File: src/rtl/stopwatch_pkg.sv
// Shared stopwatch definitions: key FSM state type and default timing constants
// derived from the 50 MHz board clock.
package stopwatch_pkg;

  typedef enum logic [1:0] {
    RELEASED = 2'd0,
    PRESSED  = 2'd1,
    HELD     = 2'd2
  } key_state_t;

  localparam int CLK_HZ        = 50000000;
  localparam int DEBOUNCE_20MS = CLK_HZ / 50;
  localparam int LONG_1S       = CLK_HZ;
  localparam int REPEAT_200MS  = CLK_HZ / 5;

endpackage

File: src/rtl/key_conditioner_if.sv
// Conditioned key event bundle; the conditioner drives it, the stopwatch control reads it.
interface key_conditioner_if;

  logic key_level;
  logic press_pulse;
  logic release_pulse;
  logic long_pulse;
  logic toggle_state;

  modport master (
    output key_level,
    output press_pulse,
    output release_pulse,
    output long_pulse,
    output toggle_state
  );

  modport slave (
    input key_level,
    input press_pulse,
    input release_pulse,
    input long_pulse,
    input toggle_state
  );

endinterface

File: src/rtl/sync_2ff.sv
// Reusable two-flop synchroniser for asynchronous board inputs, with a
// selectable reset value so idle-high pins come out of reset inactive.
module sync_2ff #(
  parameter bit RESET_VAL = 1'b0
) (
  input  logic clk,
  input  logic reset_1_time,
  input  logic d,
  output logic q
);

  logic s1_r;
  logic s2_r;

  // Two-stage metastability filter
  always_ff @(posedge clk or negedge reset_1_time) begin
    if (!reset_1_time) begin
      s1_r <= RESET_VAL;
      s2_r <= RESET_VAL;
    end else begin
      s1_r <= d;
      s2_r <= s1_r;
    end
  end

  assign q = s2_r;

endmodule

File: src/rtl/key_conditioner.sv
// Per-key front end: synchronise, debounce and turn KEY into level/press/release/
// long/toggle events. Define KEY_REPEAT_EN to add auto-repeat press pulses while held.
module key_conditioner
  import stopwatch_pkg::*;
#(
  parameter int DEBOUNCE_CYCLES = DEBOUNCE_20MS,
  parameter int LONG_CYCLES     = LONG_1S,
`ifdef KEY_REPEAT_EN
  parameter int REPEAT_CYCLES   = REPEAT_200MS,
`endif
  parameter int CNT_W           = 32
) (
  input  logic               clk,
  input  logic               reset_1_time,
  input  logic               key_n,
  key_conditioner_if.master  evt
);

  localparam logic [CNT_W-1:0] DEB_LAST  = CNT_W'(DEBOUNCE_CYCLES - 1);
  localparam logic [CNT_W-1:0] LONG_LAST = CNT_W'(LONG_CYCLES - 1);
`ifdef KEY_REPEAT_EN
  localparam logic [CNT_W-1:0] REP_LAST  = CNT_W'(REPEAT_CYCLES - 1);
`endif

  logic             s2_s;
  logic             stable_r;
  logic             key_level_r;
  logic [CNT_W-1:0] dcnt_r;
  logic             accept_s;
  logic             press_acc_s;
  logic             rel_acc_s;

  key_state_t       state_r;
  key_state_t       state_nxt_s;
  logic [CNT_W-1:0] hcnt_r;
  logic [CNT_W-1:0] hcnt_nxt_s;
`ifdef KEY_REPEAT_EN
  logic [CNT_W-1:0] rcnt_r;
  logic [CNT_W-1:0] rcnt_nxt_s;
`endif

  logic press_nxt_s, release_nxt_s, long_nxt_s, toggle_nxt_s;
  logic press_r, release_r, long_r, toggle_r;

  sync_2ff #(.RESET_VAL(1'b1)) u_sync (
    .clk          (clk),
    .reset_1_time (reset_1_time),
    .d            (key_n),
    .q            (s2_s)
  );

  // Acceptance strobe: the level has differed from stable for the full window
  always_comb begin
    accept_s = 1'b0;
    if ((s2_s != stable_r) && (dcnt_r == DEB_LAST)) begin
      accept_s = 1'b1;
    end else begin
      accept_s = 1'b0;
    end
    press_acc_s = accept_s & ~s2_s;
    rel_acc_s   = accept_s &  s2_s;
  end

  // Stable-time counter; key_level is updated on the accepting edge itself
  always_ff @(posedge clk or negedge reset_1_time) begin
    if (!reset_1_time) begin
      stable_r    <= 1'b1;
      key_level_r <= 1'b0;
      dcnt_r      <= '0;
    end else if (s2_s == stable_r) begin
      dcnt_r <= '0;
    end else if (dcnt_r == DEB_LAST) begin
      stable_r    <= s2_s;
      key_level_r <= ~s2_s;
      dcnt_r      <= '0;
    end else begin
      dcnt_r <= dcnt_r + CNT_W'(1);
    end
  end

  // FSM state and hold/repeat counters
  always_ff @(posedge clk or negedge reset_1_time) begin
    if (!reset_1_time) begin
      state_r <= RELEASED;
      hcnt_r  <= '0;
`ifdef KEY_REPEAT_EN
      rcnt_r  <= '0;
`endif
    end else begin
      state_r <= state_nxt_s;
      hcnt_r  <= hcnt_nxt_s;
`ifdef KEY_REPEAT_EN
      rcnt_r  <= rcnt_nxt_s;
`endif
    end
  end

  // Next state; an accepted release overrides everything else
  always_comb begin
    state_nxt_s = state_r;
    hcnt_nxt_s  = hcnt_r;
`ifdef KEY_REPEAT_EN
    rcnt_nxt_s  = rcnt_r;
`endif
    if (rel_acc_s) begin
      state_nxt_s = RELEASED;
      hcnt_nxt_s  = '0;
`ifdef KEY_REPEAT_EN
      rcnt_nxt_s  = '0;
`endif
    end else begin
      case (state_r)
        RELEASED: begin
          if (press_acc_s) begin
            state_nxt_s = PRESSED;
            hcnt_nxt_s  = '0;
          end else begin
            state_nxt_s = RELEASED;
          end
        end
        PRESSED: begin
          if (hcnt_r == LONG_LAST) begin
            state_nxt_s = HELD;
`ifdef KEY_REPEAT_EN
            rcnt_nxt_s  = '0;
`endif
          end else begin
            hcnt_nxt_s = hcnt_r + CNT_W'(1);
          end
        end
        HELD: begin
`ifdef KEY_REPEAT_EN
          if (rcnt_r == REP_LAST) begin
            rcnt_nxt_s = '0;
          end else begin
            rcnt_nxt_s = rcnt_r + CNT_W'(1);
          end
`else
          state_nxt_s = HELD;
`endif
        end
        default: state_nxt_s = RELEASED;
      endcase
    end
  end

  // Pulse decode, registered below so pulses line up with the state change
  always_comb begin
    press_nxt_s   = 1'b0;
    release_nxt_s = 1'b0;
    long_nxt_s    = 1'b0;
    toggle_nxt_s  = toggle_r;
    if (rel_acc_s) begin
      release_nxt_s = 1'b1;
    end else begin
      case (state_r)
        RELEASED: begin
          if (press_acc_s) begin
            press_nxt_s  = 1'b1;
            toggle_nxt_s = ~toggle_r;
          end else begin
            press_nxt_s = 1'b0;
          end
        end
        PRESSED: begin
          if (hcnt_r == LONG_LAST) begin
            long_nxt_s = 1'b1;
          end else begin
            long_nxt_s = 1'b0;
          end
        end
        HELD: begin
`ifdef KEY_REPEAT_EN
          if (rcnt_r == REP_LAST) begin
            press_nxt_s = 1'b1;
          end else begin
            press_nxt_s = 1'b0;
          end
`else
          press_nxt_s = 1'b0;
`endif
        end
        default: press_nxt_s = 1'b0;
      endcase
    end
  end

  // Output registers
  always_ff @(posedge clk or negedge reset_1_time) begin
    if (!reset_1_time) begin
      press_r   <= 1'b0;
      release_r <= 1'b0;
      long_r    <= 1'b0;
      toggle_r  <= 1'b0;
    end else begin
      press_r   <= press_nxt_s;
      release_r <= release_nxt_s;
      long_r    <= long_nxt_s;
      toggle_r  <= toggle_nxt_s;
    end
  end

  assign evt.key_level     = key_level_r;
  assign evt.press_pulse   = press_r;
  assign evt.release_pulse = release_r;
  assign evt.long_pulse    = long_r;
  assign evt.toggle_state  = toggle_r;

endmodule

File: src/flat_wrapper.sv
// flat-port wrapper written by rule: the top's interface ports become plain ports
module key_conditioner_flat import stopwatch_pkg::*;
#(
  parameter int DEBOUNCE_CYCLES = DEBOUNCE_20MS,
  parameter int LONG_CYCLES     = LONG_1S,

  parameter int CNT_W           = 32
)
  (clk, reset_1_time, key_n, evt_key_level, evt_press_pulse, evt_release_pulse, evt_long_pulse, evt_toggle_state);
  key_conditioner_if evt_i ();
  input  logic clk;
  input  logic reset_1_time;
  input  logic key_n;
  output wire logic [$bits(evt_i.key_level)-1:0] evt_key_level;
  output wire logic [$bits(evt_i.press_pulse)-1:0] evt_press_pulse;
  output wire logic [$bits(evt_i.release_pulse)-1:0] evt_release_pulse;
  output wire logic [$bits(evt_i.long_pulse)-1:0] evt_long_pulse;
  output wire logic [$bits(evt_i.toggle_state)-1:0] evt_toggle_state;
  assign evt_key_level = evt_i.key_level;
  assign evt_press_pulse = evt_i.press_pulse;
  assign evt_release_pulse = evt_i.release_pulse;
  assign evt_long_pulse = evt_i.long_pulse;
  assign evt_toggle_state = evt_i.toggle_state;
  key_conditioner #(.DEBOUNCE_CYCLES(DEBOUNCE_CYCLES), .LONG_CYCLES(LONG_CYCLES), .CNT_W(CNT_W)) u_core (.clk(clk), .reset_1_time(reset_1_time), .key_n(key_n), .evt(evt_i));
endmodule
File: config.mk
export PLATFORM = sky130hd
export DESIGN_NAME = key_conditioner_flat
export DESIGN_NICKNAME = d
export VERILOG_FILES = /design/src/rtl/stopwatch_pkg.sv /design/src/rtl/key_conditioner_if.sv /design/src/rtl/sync_2ff.sv /design/src/rtl/key_conditioner.sv /design/src/flat_wrapper.sv
export SDC_FILE = /design/constraint.sdc
export NUM_CORES = 1
export LEC_CHECK = 0
export CORE_AREA = 3 3 111 113
export DETAILED_ROUTE_END_ITERATION = 7
export DIE_AREA = 0 0 114 116
export GPL_ROUTABILITY_DRIVEN = 0
export SLEW_MARGIN = 40
export SYNTH_ARGS = -nofsm -noshare
export SYNTH_HDL_FRONTEND = slang
export SYNTH_HIERARCHICAL = 1
export SYNTH_SLANG_ARGS = --single-unit
File: constraint.sdc
create_clock -name clk -period 3.2 [get_ports clk]
set_input_delay 0.48 -clock clk [delete_from_list [all_inputs] [get_ports clk]]
set_output_delay 0.48 -clock clk [all_outputs]
set_load 0.02 [all_outputs]
; ---- Word-level counts from Yosys, hierarchy flattened
; Index checks and enable logic that the tools add are counted.
[classes]
n_addsub = 2
n_eq_ne = 9
mux = 18
bitwise_logic = 6
reduce_logical = 6
[op_table]
columns = cell, count
row1 = $mux W32, 5
row2 = $add A32 B1 Y32 const B, 2
row3 = $pmux W32 S2, 1
row4 = $eq A32 B20 Y1 const B, 1
row5 = $eq A32 B26 Y1 const B, 1
row6 = $mux W1, 9
row7 = $ne A3 B1 Y1 const B, 2
row8 = $pmux W2 S3, 1
row9 = $reduce_and A3 Y1, 2
row10 = $mux W2, 2
row11 = $not A1 Y1, 4
row12 = $ne A3 B2 Y1 const B, 1
row13 = $reduce_bool A3 Y1, 1
row14 = $and A1 B1 Y1, 2
row15 = $eq A2 B1 Y1 const B, 1
row16 = $eq A2 B2 Y1 const B, 1
row17 = $logic_not A2 Y1, 1
row18 = $reduce_and A2 Y1, 1
row19 = $eq A1 B1 Y1, 1
row20 = $logic_and A1 B1 Y1, 1
row21 = $ne A1 B1 Y1, 1
[totals]
regBits = 74
input_bits = 3
output_inout_bits = 5

; ---- Logic depth before layout (Yosys ltp)
; Gate-level depths: netlist (run 1).
[logic_depth]
ltp_word = 7
mapped_depth = 8
depth_no_buf = 7

; ---- Cells and area by module
; Netlist (run 1), hierarchy kept.
[modules_own_cells]
columns = module, n_inst, cells_each, area_each_um2, seq_area_each_um2
row1 = key_conditioner, 1, 423, 3893.7, 1803.0
row2 = sync_2ff, 1, 2, 52.6, 52.6

; ---- Worst setup path after synthesis (run 1)
; No wires, ideal clock.
[synth_timing]
kind = reg-to-reg
start = register u_core.hcnt_r[0]
end = register u_core.hcnt_r[30]
setup_time_ns = 0.128
arrival_ns = 1.952
required_time_ns = 3.072
path_slack_ns = 1.119
stages_incl_launch_ff = 9
path_buffers = 1
synth_period_minus_slack_ns = 2.081
cell_sequence = dfrtp_1 ha_1 nand4_1 or3_1 clkbuf_1 nor4_1 a31oi_1 o21ai_0 o31ai_1
[synth_via]
elab_chain_cells = 4
elab_cells_between_ends = 7
[synth_rtl]
columns = element, line
row1 = from (decl), key_conditioner.sv:35  ; logic [CNT_W-1:0] hcnt_r;
row2 = from (signal assigned), key_conditioner.sv:91  ; hcnt_r <= hcnt_nxt_s;
row3 = $add A32 B1 Y32, key_conditioner.sv:128  ; hcnt_nxt_s = hcnt_r + CNT_W'(1);
row4 = $mux W32, key_conditioner.sv:122  ; if (hcnt_r == LONG_LAST) begin
row5 = $pmux W32 S2, key_conditioner.sv:112  ; case (state_r)
row6 = $mux W32, key_conditioner.sv:105  ; if (rel_acc_s) begin
; Parallel ways exist; a longest one is shown, timed or not. The select of a mux whose other input is x is not followed.
; A chain may end at the register's enable or synchronous reset.

; ---- Final worst setup path (run 1)
[layout_timing]
start = register u_core.hcnt_r[9]
end = register u_core.hcnt_r[28]
; The elaborated chain is that of the path after synthesis.

==> results of run 1 <==
==> path summary, 6_finish.rpt <==
kind	start	to	slack [ns]	cells past startpoint
hold / removal	reset_1_time	u_core/hcnt_r[4]	0.17	1
setup reg to reg	u_core/hcnt_r[9]	u_core/hcnt_r[28]	0.56	6
setup / recovery	u_core/hcnt_r[9]	u_core/hcnt_r[28]	0.56	6
min in group clk	u_core/u_sync/s1_r	u_core/u_sync/q	0.37	0
max in group asynchronous	reset_1_time	u_core/dcnt_r[22]	2.56	1
hold reg to reg	u_core/u_sync/s1_r	u_core/u_sync/q	0.37	0
==> flip-flops by register name, indices dropped and copies added, names as in the netlist <==
name	count
u_core/stable_r	1
u_core/evt.toggle_state	1
u_core/u_sync/s1_r	1
u_core/evt.key_level	1
u_core/u_sync/q	1
u_core/evt.press_pulse	1
u_core/hcnt_r	32
u_core/state_r	2
u_core/evt.long_pulse	1
u_core/evt.release_pulse	1
u_core/dcnt_r	32
==> cell usage after synthesis (2+ instances only) <==
| master | count | area [sq um] |
|---|---|---|
| nor2b_1 | 4 | 25.0 |
| nor4_2 | 4 | 50.1 |
| o21ai_1 | 3 | 15.0 |
| and4_1 | 4 | 35.0 |
| o41ai_2 | 3 | 48.8 |
| and3_1 | 8 | 50.1 |
| a31oi_1 | 10 | 62.6 |
| nand2_1 | 30 | 113 |
| clkbuf_1 | 8 | 30.0 |
| buf_6 | 2 | 22.5 |
| o21ai_0 | 41 | 205 |
| inv_1 | 10 | 37.5 |
| nor4_4 | 2 | 42.5 |
| a21oi_1 | 16 | 80.1 |
| nand4_1 | 16 | 100 |
| nand2b_1 | 7 | 43.8 |
| nor3_1 | 12 | 60.1 |
| or4_1 | 2 | 15.0 |
| o41ai_1 | 2 | 17.5 |
| buf_2 | 8 | 40.0 |
| dfrtp_1 | 71 | 1780 |
| xor2_1 | 13 | 114 |
| nor2_1 | 55 | 206 |
| nor4_1 | 3 | 18.8 |
| nand3_2 | 2 | 20.0 |
| or3_1 | 5 | 31.3 |
| ha_1 | 5 | 62.6 |
| dfstp_2 | 3 | 78.8 |
| o31ai_1 | 22 | 165 |
| xnor2_1 | 14 | 123 |
| nand3_1 | 27 | 135 |
==> area by class of cell <==
class | count | area [sq um] | share of cell area
clock buffer | 10 | 229 | 0.0505
clock inverter | 6 | 130 | 0.0287
inverter | 10 | 37.5 | 0.00828
multi-input combinational | 323 | 1970 | 0.435
sequential | 74 | 1860 | 0.409
tap | 143 | 179 | 0.0395
timing repair buffer | 13 | 129 | 0.0284
==> layer usage <==
layer	GRT usage	vias up
li1	-	1555
met1	0.185	1566
met2	0.229	52
met3	0.0298	10
met4	0.0491	0
met5	0	-
==> power groups by stage <==
stage                     sequential (W)  clock [W]  combinational [W]
after floorplan                 0.000962          0          0.0000145
final                           0.000946    0.00122          0.0000394
after global routing            0.000946    0.00129          0.0000457
after global placement          0.000963          0          0.0000412
after CTS                       0.000946    0.00125          0.0000420
after detailed placement        0.000963          0          0.0000418
==> through the flow <==
stage / total power [W] / hold WS (ns) / cells / worst slack, ns
6_report: 0.00221 / 0.168 / 579 / 0.561
3_5_place_dp: 0.00101 / 0.362 / 563 / 0.546
4_1_cts: 0.00224 / 0.204 / 579 / 0.530
3_3_place_gp: 0.00100 / 0.362 / 563 / 0.658
5_1_grt: 0.00228 / 0.229 / 579 / 0.319
2_1_floorplan: 0.000977 / 0.184 / 425 / 1.12
==> cells in the final DEF, fill, tap and decap left out, types with 2 or more instances in the layout <==
cell,netlist,routed
nand2b_1,7,7
clkdlybuf4s50_1,0,6
and4_1,4,4
or3_1,5,5
o31ai_1,22,22
bufinv_16,0,4
xnor2_1,14,14
nor3_1,12,12
ha_1,5,5
nand4_1,16,16
nor4_2,4,4
clkbuf_16,0,9
buf_4,0,5
nand3_2,2,2
nor2b_1,4,4
a31oi_1,10,10
dfstp_2,3,3
and3_1,8,8
o21ai_1,3,3
xor2_1,13,13
inv_1,10,10
nand3_1,27,27
nor4_4,2,2
nor2_1,55,55
o41ai_1,2,2
nor4_1,3,3
o21ai_0,41,41
clkinv_2,0,2
dfrtp_1,71,71
a21oi_1,16,16
o41ai_2,3,2
or4_1,2,2
nand2_1,30,30
==> cell families after synthesis <==
logic type | synth area share
and+or+nand+nor | 0.258
AOI/OAI and AO/OA | 0.160
DFF | 0.470
buffers and inverters | 0.0330
xor gates and xnor gates | 0.0599
adders and majority gates | 0.0159
muxes | 0.00254
==> impl_metrics.csv, run 1 <==
group,metric,value,unit
placement,dpl_cell_area,0.00417,sq mm
cts,clockRootBuffer,"clkbuf_16",
yosys,ys_seq_area_frac,0.470,
global_route,grt_pass1_vias,3195,
cts,cts_hold_buf,0,
floorplan,rows,39,
setup_path,path_class,"register to register",
setup_path,slowest_stage,"or4_1",
floorplan,dieHeight,116,um
cts,htreeDepth,3,
sta,tns,0,ns
floorplan,die-area,0.0132,sq mm
setup_path,max_stage_delay,0.75,ns
pwr,leakage,1.79,nW
floorplan,start_util,0.346,
routing,top_layer,"met4",
sta,tightest_slew,0.703,ns
sta,setup_violations,0,
yosys,synthFlopType,"dfrtp_1",
final_layout,fin_nets,439,
setup_path,required,3.39,ns
setup_path,cp.arrival,2.83,ns
final_layout,diodes,0,
sta,period_share,0.825,
cts,cts_buffer_depth,2,
pwr,power_density,488,mW/mm^2
yosys,synth_cell_types,44,
routing,wirelength,8600,um
run,drv_cap,0,
sta,finalClockSkew,0.00903,ns
cts,path_clk_slew,0.06,ns
run_status,outcome,"complete, no violations",
pwr,ir_worst_vdd,0.000244,V
pwr,intPower,0.00179,W
final_layout,drive_gt1_frac,0.0940,
pwr,power_frac_clock,0.554,
placement,port_buffers,7,
yosys,synth_seq_cells,74,
final_layout,n_fill_cell,1146,
yosys,syn_area,0.00395,sq mm
setup_path,critPathMaxFanout,13,
setup_path,cp_cell_sequence,"nor4_1 > nand4_1 > or4_1 > nor2b_1 > nand2b_1 > o21ai_0",
routing,wl_met2,4090,um
setup_path,path_delay_family,"simple AND/OR/NAND/NOR gates",
sta,max_freq,379,MHz
placement,dp_hpwl,5740,um
final_layout,utilization,0.397,
routing,antenna_left,0,
sta,finalHoldViolations,0,
cts,post_cts.repair.setup_buffers,0,
pwr,swShare,0.191,
yosys,synthArstFlopShare,1.00,
worst_hold_path,min_path_type,"primary input to async pin",
routing,viasPerCell,5.50,
global_route,grt-ovfl-total,0,
final_layout,area_delta_synth_final,14.8,%
routing,met1_length,4150,um
global_route,grt_pass1_wl,15100,um
cts,cts_resized,0,
pwr,switchingPower,0.000421,W
cts,clkLatencyLatePin,0.33,ns
routing,vias,3183,
pwr,pwr-share-comb,0.018,
floorplan,design.core.area,0.0114,sq mm
global_route,grt_max_degree,75,
yosys,syn_inst,425,
global_route,antenna_found_initial,0,
sta,slew_headroom,0.527,
cts,cts_tree,"yes",
sta,fin_crit,2.64,ns
setup_path,path_buf_inv,0,
sta,rsz0062_at_grt,"no",
global_route,track_usage,0.140,
sta,slew_violations,0,
yosys,avgSynthCellArea,9.29,sq um
routing,drc,0,
final_layout,final_cell_area,0.00453,sq mm
setup_path,cp-start-kind,"register",
yosys,yosysWarnings,6,
setup_path,crit_path_end_kind,"register",
routing,drt_iter0_drc,239,
routing,met3WireLength,253,um
cts,clock-sinks,74,
routing,post_drt_wl_per_cell,14.9,um
cts,cts-buffers-inserted,9,
pwr,p_seq_frac,0.428,
yosys,synth_nets,433,
floorplan,io_pins,8,
yosys,synth_edf_count,0,
routing,dr.pass1.iters,4,
floorplan,die_x,114,um
Power figures use the tool's default switching activity.
==> run 2: changes to the inputs <==
==> constraint.sdc (replaced) <==
create_clock -name clk -period 2.7 [get_ports clk]
set_input_delay 0.405 -clock clk [delete_from_list [all_inputs] [get_ports clk]]
set_output_delay 0.405 -clock clk [all_outputs]
set_load 0.02 [all_outputs]
==> run 2 against run 1 <==
  * Worst hold slack got worse by 0.079 ns
  * Die area unchanged
  * Via count barely moved
  * Critical path type unchanged
  * Largest power group unchanged
  * Critical endpoint is now u_core/hcnt_r[15]
  * First-iteration DRC count rose by 5.0%
  * Critical path depth unchanged
  * Final area shrank 1.3%
  * Combinational power up 19%
==> impl_metrics.csv, run 2 (synthesized netlist as in run 1, its figures left out) <==
group,metric,value,unit
placement,dp_cells,563,
cts,cts_buffer_depth,2,
floorplan,io_pins,8,
setup_path,path_class,"register to register",
routing,wirelength,8570,um
final_layout,final_common_cell,"dfrtp_1",
sta,whs,0.0889,ns
pwr,pwr-share-comb,0.020,
sta,tightest_slew,0.666,ns
cts,post_cts.repair.setup_buffers,0,
cts,cts_hold_buf,0,
sta,finalClockSkew,0.00626,ns
setup_path,cp.arrival,2.63,ns
cts,cts-buffers-inserted,9,
final_layout,finalNonFillerCells,579,
cts,cts_resized,0,
setup_path,critPathMaxFanout,22,
sta,period_share,0.897,
sta,slew_violations,0,
routing,drc,0,
sta,finalHoldViolations,0,
placement,preCtsSetupSlack,0.275,ns
global_route,grt_max_degree,75,
sta,slew_headroom,0.556,
floorplan,start_util,0.346,
routing,post_drt_wl_per_cell,14.8,um
sta,fin_ws,0.278,ns
routing,vias,3180,
cts,cts_tree,"yes",
placement,dp_hpwl,5610,um
pwr,swShare,0.203,
worst_hold_path,min_path_type,"primary input to async pin",
floorplan,die-area,0.0132,sq mm
cts,clock-sinks,74,
routing,drt_iter0_drc,251,
setup_path,crit_path_end_kind,"register",
setup_path,cp_cell_sequence,"nor4_2 > nand3_2 > nor4_4 > a21oi_2 > or2_4 > o41ai_1",
cts,clockRootBuffer,"clkbuf_16",
setup_path,slowest_stage,"dfrtp_1",
routing,viasPerCell,5.49,
pwr,power_frac_clock,0.508,
setup_path,rrSetupSlack,0.28,ns
setup_path,required,2.91,ns
global_route,track_usage,0.139,
pwr,intPower,0.00189,W
run_status,outcome,"complete, no violations",
floorplan,die_x,114,um
global_route,grt_pass1_vias,3070,
final_layout,area_delta_synth_final,13.3,%
cts,htreeDepth,3,
final_layout,most-common-layout-cells,"71 x dfrtp_1, 55 x nor2_1, 41 x o21ai_0",
final_layout,drive_gt1_frac,0.0894,
setup_path,cp-start-kind,"register",
setup_path,path_delay_family,"simple AND/OR/NAND/NOR gates",
final_layout,diodes,0,
cts,path_clk_slew,0.06,ns
run,drv_cap,0,
sta,max_freq,413,MHz
placement,dpl_cell_area,0.00417,sq mm
sta,tns,0,ns
global_route,grt-ovfl-total,0,
final_layout,fin_nets,439,
final_layout,largestRegisters,"u_core/dcnt_r: 32 flops, u_core/hcnt_r: 32 flops, u_core/state_r: 2 flops",
routing,antenna_left,0,
global_route,antenna_found_initial,0,
pwr,p_seq_frac,0.473,
floorplan,rows,39,
pwr,ir_worst_vdd,0.000245,V
cts,clkLatencyLatePin,0.33,ns
floorplan,dieHeight,116,um
placement,port_buffers,7,
setup_path,path_buf_inv,0,
pwr,leakage,1.76,nW
routing,dr.pass1.iters,4,
setup_path,max_stage_delay,0.42,ns
floorplan,design.core.area,0.0114,sq mm
sta,rsz0062_at_grt,"no",
final_layout,n_fill_cell,1156,
final_layout,final_cell_area,0.00447,sq mm
sta,setup_violations,0,
sta,fin_crit,2.42,ns
pwr,switchingPower,0.000481,W
pwr,power_density,531,mW/mm^2
global_route,grt_pass1_wl,14800,um
-- run 2: changes by cell type in the layout (fill, tap and decap cells not counted), sizes merged --
cell    before  now
clkbuf      10   14
bufinv       4    1
clkinv       2    1
-- run 2: worst paths after layout --
path | from | to | cells after the start
worst max-delay path | u_core/dcnt_r[23] | u_core/hcnt_r[15] | 6
worst min-delay path | reset_1_time | u_core/hcnt_r[4] | 1
worst max register to register | u_core/dcnt_r[23] | u_core/hcnt_r[15] | 6
worst min register to register | u_core/u_sync/s1_r | u_core/u_sync/q | 0
max in group asynchronous | reset_1_time | u_core/evt.toggle_state | 1
min in group clk | u_core/u_sync/s1_r | u_core/u_sync/q | 0
-- run 2: metal layers --
metal | vias to the layer above | track usage | wire length (um) | share of wire
li1 | 1556 | - | - | -
met1 | 1565 | 0.187 | 4200 | 0.49
met2 | 51 | 0.217 | 3920 | 0.46
met3 | 8 | 0.0397 | 330 | 0.039
met4 | 0 | 0.0435 | 110 | 0.013
met5 | - | 0 | 0 | 0
-- run 2: final cells by class --
class                      count  area (sq um)  area share
clock buffer                  14           264      0.0590
clock inverter                 2          35.0     0.00783
inverter                      10          37.5     0.00839
multi-input combinational    323          1970       0.441
sequential                    74          1860       0.415
tap                          143           179      0.0400
timing repair buffer          13           129      0.0288
-- run 2: power by group through the flow --
stage	registers [W]	logic, W	clock network [W]
final	0.00112	0.0000469	0.00121
after global placement	0.00114	0.0000488	0
after global routing	0.00112	0.0000564	0.00128
after detailed placement	0.00114	0.0000500	0
after CTS	0.00112	0.0000498	0.00124
after floorplan	0.00114	0.0000172	0
-- run 2: stage by stage --
step	total power [W]	utilization
2_1_floorplan	0.00116	-
3_3_place_gp	0.00119	0.365
3_5_place_dp	0.00119	0.365
4_1_cts	0.00241	0.392
5_1_grt	0.00246	0.392
6_report	0.00237	0.392
==> run 3: changes to the inputs <==
--- a/config.mk
+++ b/config.mk
@@ -5,9 +5,9 @@
 export SDC_FILE = /design/constraint.sdc
 export NUM_CORES = 1
 export LEC_CHECK = 0
-export CORE_AREA = 3 3 111 113
+export CORE_AREA = 10 10 118 120
 export DETAILED_ROUTE_END_ITERATION = 7
-export DIE_AREA = 0 0 114 116
+export DIE_AREA = 0 0 128 130
 export GPL_ROUTABILITY_DRIVEN = 0
 export SLEW_MARGIN = 40
 export SYNTH_ARGS = -nofsm -noshare
==> constraint.sdc (replaced) <==
create_clock -name clk -period 2.7 [get_ports clk]
set_input_delay 0.675 -clock clk [delete_from_list [all_inputs] [get_ports clk]]
set_output_delay 0.675 -clock clk [all_outputs]
set_load 0.02 [all_outputs]
==> run 3 against run 2 <==
  * Sequential power is essentially flat
  * Routed wire length shrank 1.9%
  * First-iteration DRC count is 10% lower
  * Clock power is 7% lower
  * Worst hold slack better by 0.27 ns
  * Clock skew rose by 0.00099 ns
  * Power shrank 3.3%
  * Cell count increased by 1.0%
  * Final area up 0.42%
==> impl_metrics.csv, run 3 (synthesized netlist as in run 1, its figures left out) <==
group,metric,value,unit
global_route,grt_max_degree,75,
placement,dp_hpwl,5530,um
setup_path,reg2reg_from,"u_core/dcnt_r[27]",
sta,finalHoldViolations,0,
final_layout,drive_gt1_frac,0.0936,
cts,cts_buffer_depth,2,
pwr,power_density,511,mW/mm^2
routing,drc,0,
final_layout,area_delta_synth_final,13.8,%
cts,cts_resized,0,
sta,period_share,0.890,
routing,wirelength,8410,um
pwr,ir_worst_vdd,0.000365,V
final_layout,most-common-layout-cells,"71 x dfrtp_1, 55 x nor2_1, 41 x o21ai_0",
setup_path,cp-start-kind,"register",
sta,slew_headroom,0.549,
sta,fin_crit,2.40,ns
cts,clock-sinks,74,
sta,slew_violations,0,
global_route,track_usage,0.108,
sta,setup_violations,0,
pwr,leakage,1.77,nW
cts,clockRootBuffer,"clkbuf_16",
setup_path,critPathMaxFanout,10,
cts,cts-buffers-inserted,9,
global_route,antenna_found_initial,0,
global_route,grt_pass1_vias,3161,
sta,tns,0,ns
sta,max_freq,416,MHz
setup_path,required,2.93,ns
floorplan,die-area,0.0166,sq mm
floorplan,io_pins,8,
cts,clkLatencyLatePin,0.34,ns
global_route,busiest_layer,"met2",
cts,cts_hold_buf,0,
floorplan,dieHeight,130,um
setup_path,reg2reg_depth,6,
final_layout,n_fill_cell,1164,
cts,htreeDepth,3,
routing,viasPerCell,5.45,
floorplan,rows,40,
routing,post_drt_wl_per_cell,14.4,um
setup_path,rrSetupSlack,0.30,ns
setup_path,cp.arrival,2.63,ns
sta,tightest_slew,0.677,ns
setup_path,cp-startpoint,"u_core/dcnt_r[27]",
worst_hold_path,min_path_type,"primary input to async pin",
global_route,grt-ovfl-total,0,
setup_path,crit_path_end_kind,"register",
floorplan,design.core.area,0.0117,sq mm
global_route,grt_pass1_wl,14900,um
setup_path,reg2reg_to,"u_core/hcnt_r[20]",
global_route,use_met3,0.0288,
routing,drt_iter0_drc,225,
sta,rsz0062_at_grt,"no",
cts,path_clk_slew,0.05,ns
final_layout,largestRegisters,"u_core/dcnt_r: 32 flops, u_core/hcnt_r: 32 flops, u_core/state_r: 2 flops",
final_layout,fin_nets,441,
cts,post_cts.repair.setup_buffers,0,
routing,dr.pass1.iters,4,
routing,vias,3186,
final_layout,final_common_cell,"dfrtp_1",
floorplan,die_x,128,um
global_route,grt_util_met1,0.127,
placement,dpl_cell_area,0.00421,sq mm
run_status,outcome,"complete, no violations",
floorplan,start_util,0.337,
placement,port_buffers,7,
global_route,use_met2,0.185,
final_layout,final_cell_area,0.00449,sq mm
sta,finalClockSkew,0.00725,ns
final_layout,diodes,0,
cts,cts_tree,"yes",
setup_path,path_class,"register to register",
run,drv_cap,0,
routing,antenna_left,0,
run 3: changes by cell type in the layout (fill, tap and decap cells not counted):
cell        change
bufinv_16       -1
buf_12          +1
clkinv_2        -1
buf_4           +1
clkinvlp_4      +1
clkbuf_8        +1
run 3: worst max path at each step:
stage                     depth (start not counted)           endpoint  slack [ns]
final                                             6  u_core/hcnt_r[20]        0.30
after detailed placement                          6  u_core/hcnt_r[20]        0.30
after global routing                              6  u_core/hcnt_r[12]        0.05
after floorplan                                   8  u_core/hcnt_r[30]        0.62
after CTS                                         6  u_core/hcnt_r[20]        0.28
after global placement                            6  u_core/hcnt_r[20]        0.31
run 3: through the flow:
stage	total power [W]	instances	worst slack (ns)	utilization	hold slack [ns]
finish	0.00230	585	0.297	0.383	0.355
global route	0.00240	585	0.0547	0.383	0.361
CTS	0.00235	585	0.279	0.383	0.358
detailed placement	0.00119	569	0.296	0.359	0.352
global placement	0.00119	569	0.305	0.359	0.347
floorplan	0.00116	425	0.619	-	0.345
run 3: metal layers:
layer	share of wire	wire length (um)	up-vias
met5	0	0	-
met4	0.018	153	0
met3	0.039	327	14
met2	0.50	4170	50
met1	0.45	3760	1555
li1	-	-	1567
run 3: area by class of cell:
class                   instances  area, sq um  area share
repair buffers                 15          156      0.0348
inverters                      10         37.5     0.00836
clock buffers                  15          278      0.0619
well taps                     147          184      0.0410
multi-input cells             323         1970       0.439
clock inverters                 1         7.51     0.00167
flip-flops and latches         74         1860       0.413
run 3: power breakdown:
group          internal, W  leakage (nW)  switching, W
combinational    0.0000123         0.609     0.0000358
sequential         0.00112          1.02    0.00000618
clock             0.000698         0.136      0.000427
total              0.00183          1.77      0.000469
run 3: critical path, cell delays in order, from the launching register on:
cell and delay [ns]:
dfrtp_1 0.42, nor4_2 0.42, nand3_2 0.19, nor4_4 0.38, a21oi_2 0.12, nand2b_1 0.38
o41ai_2 0.39
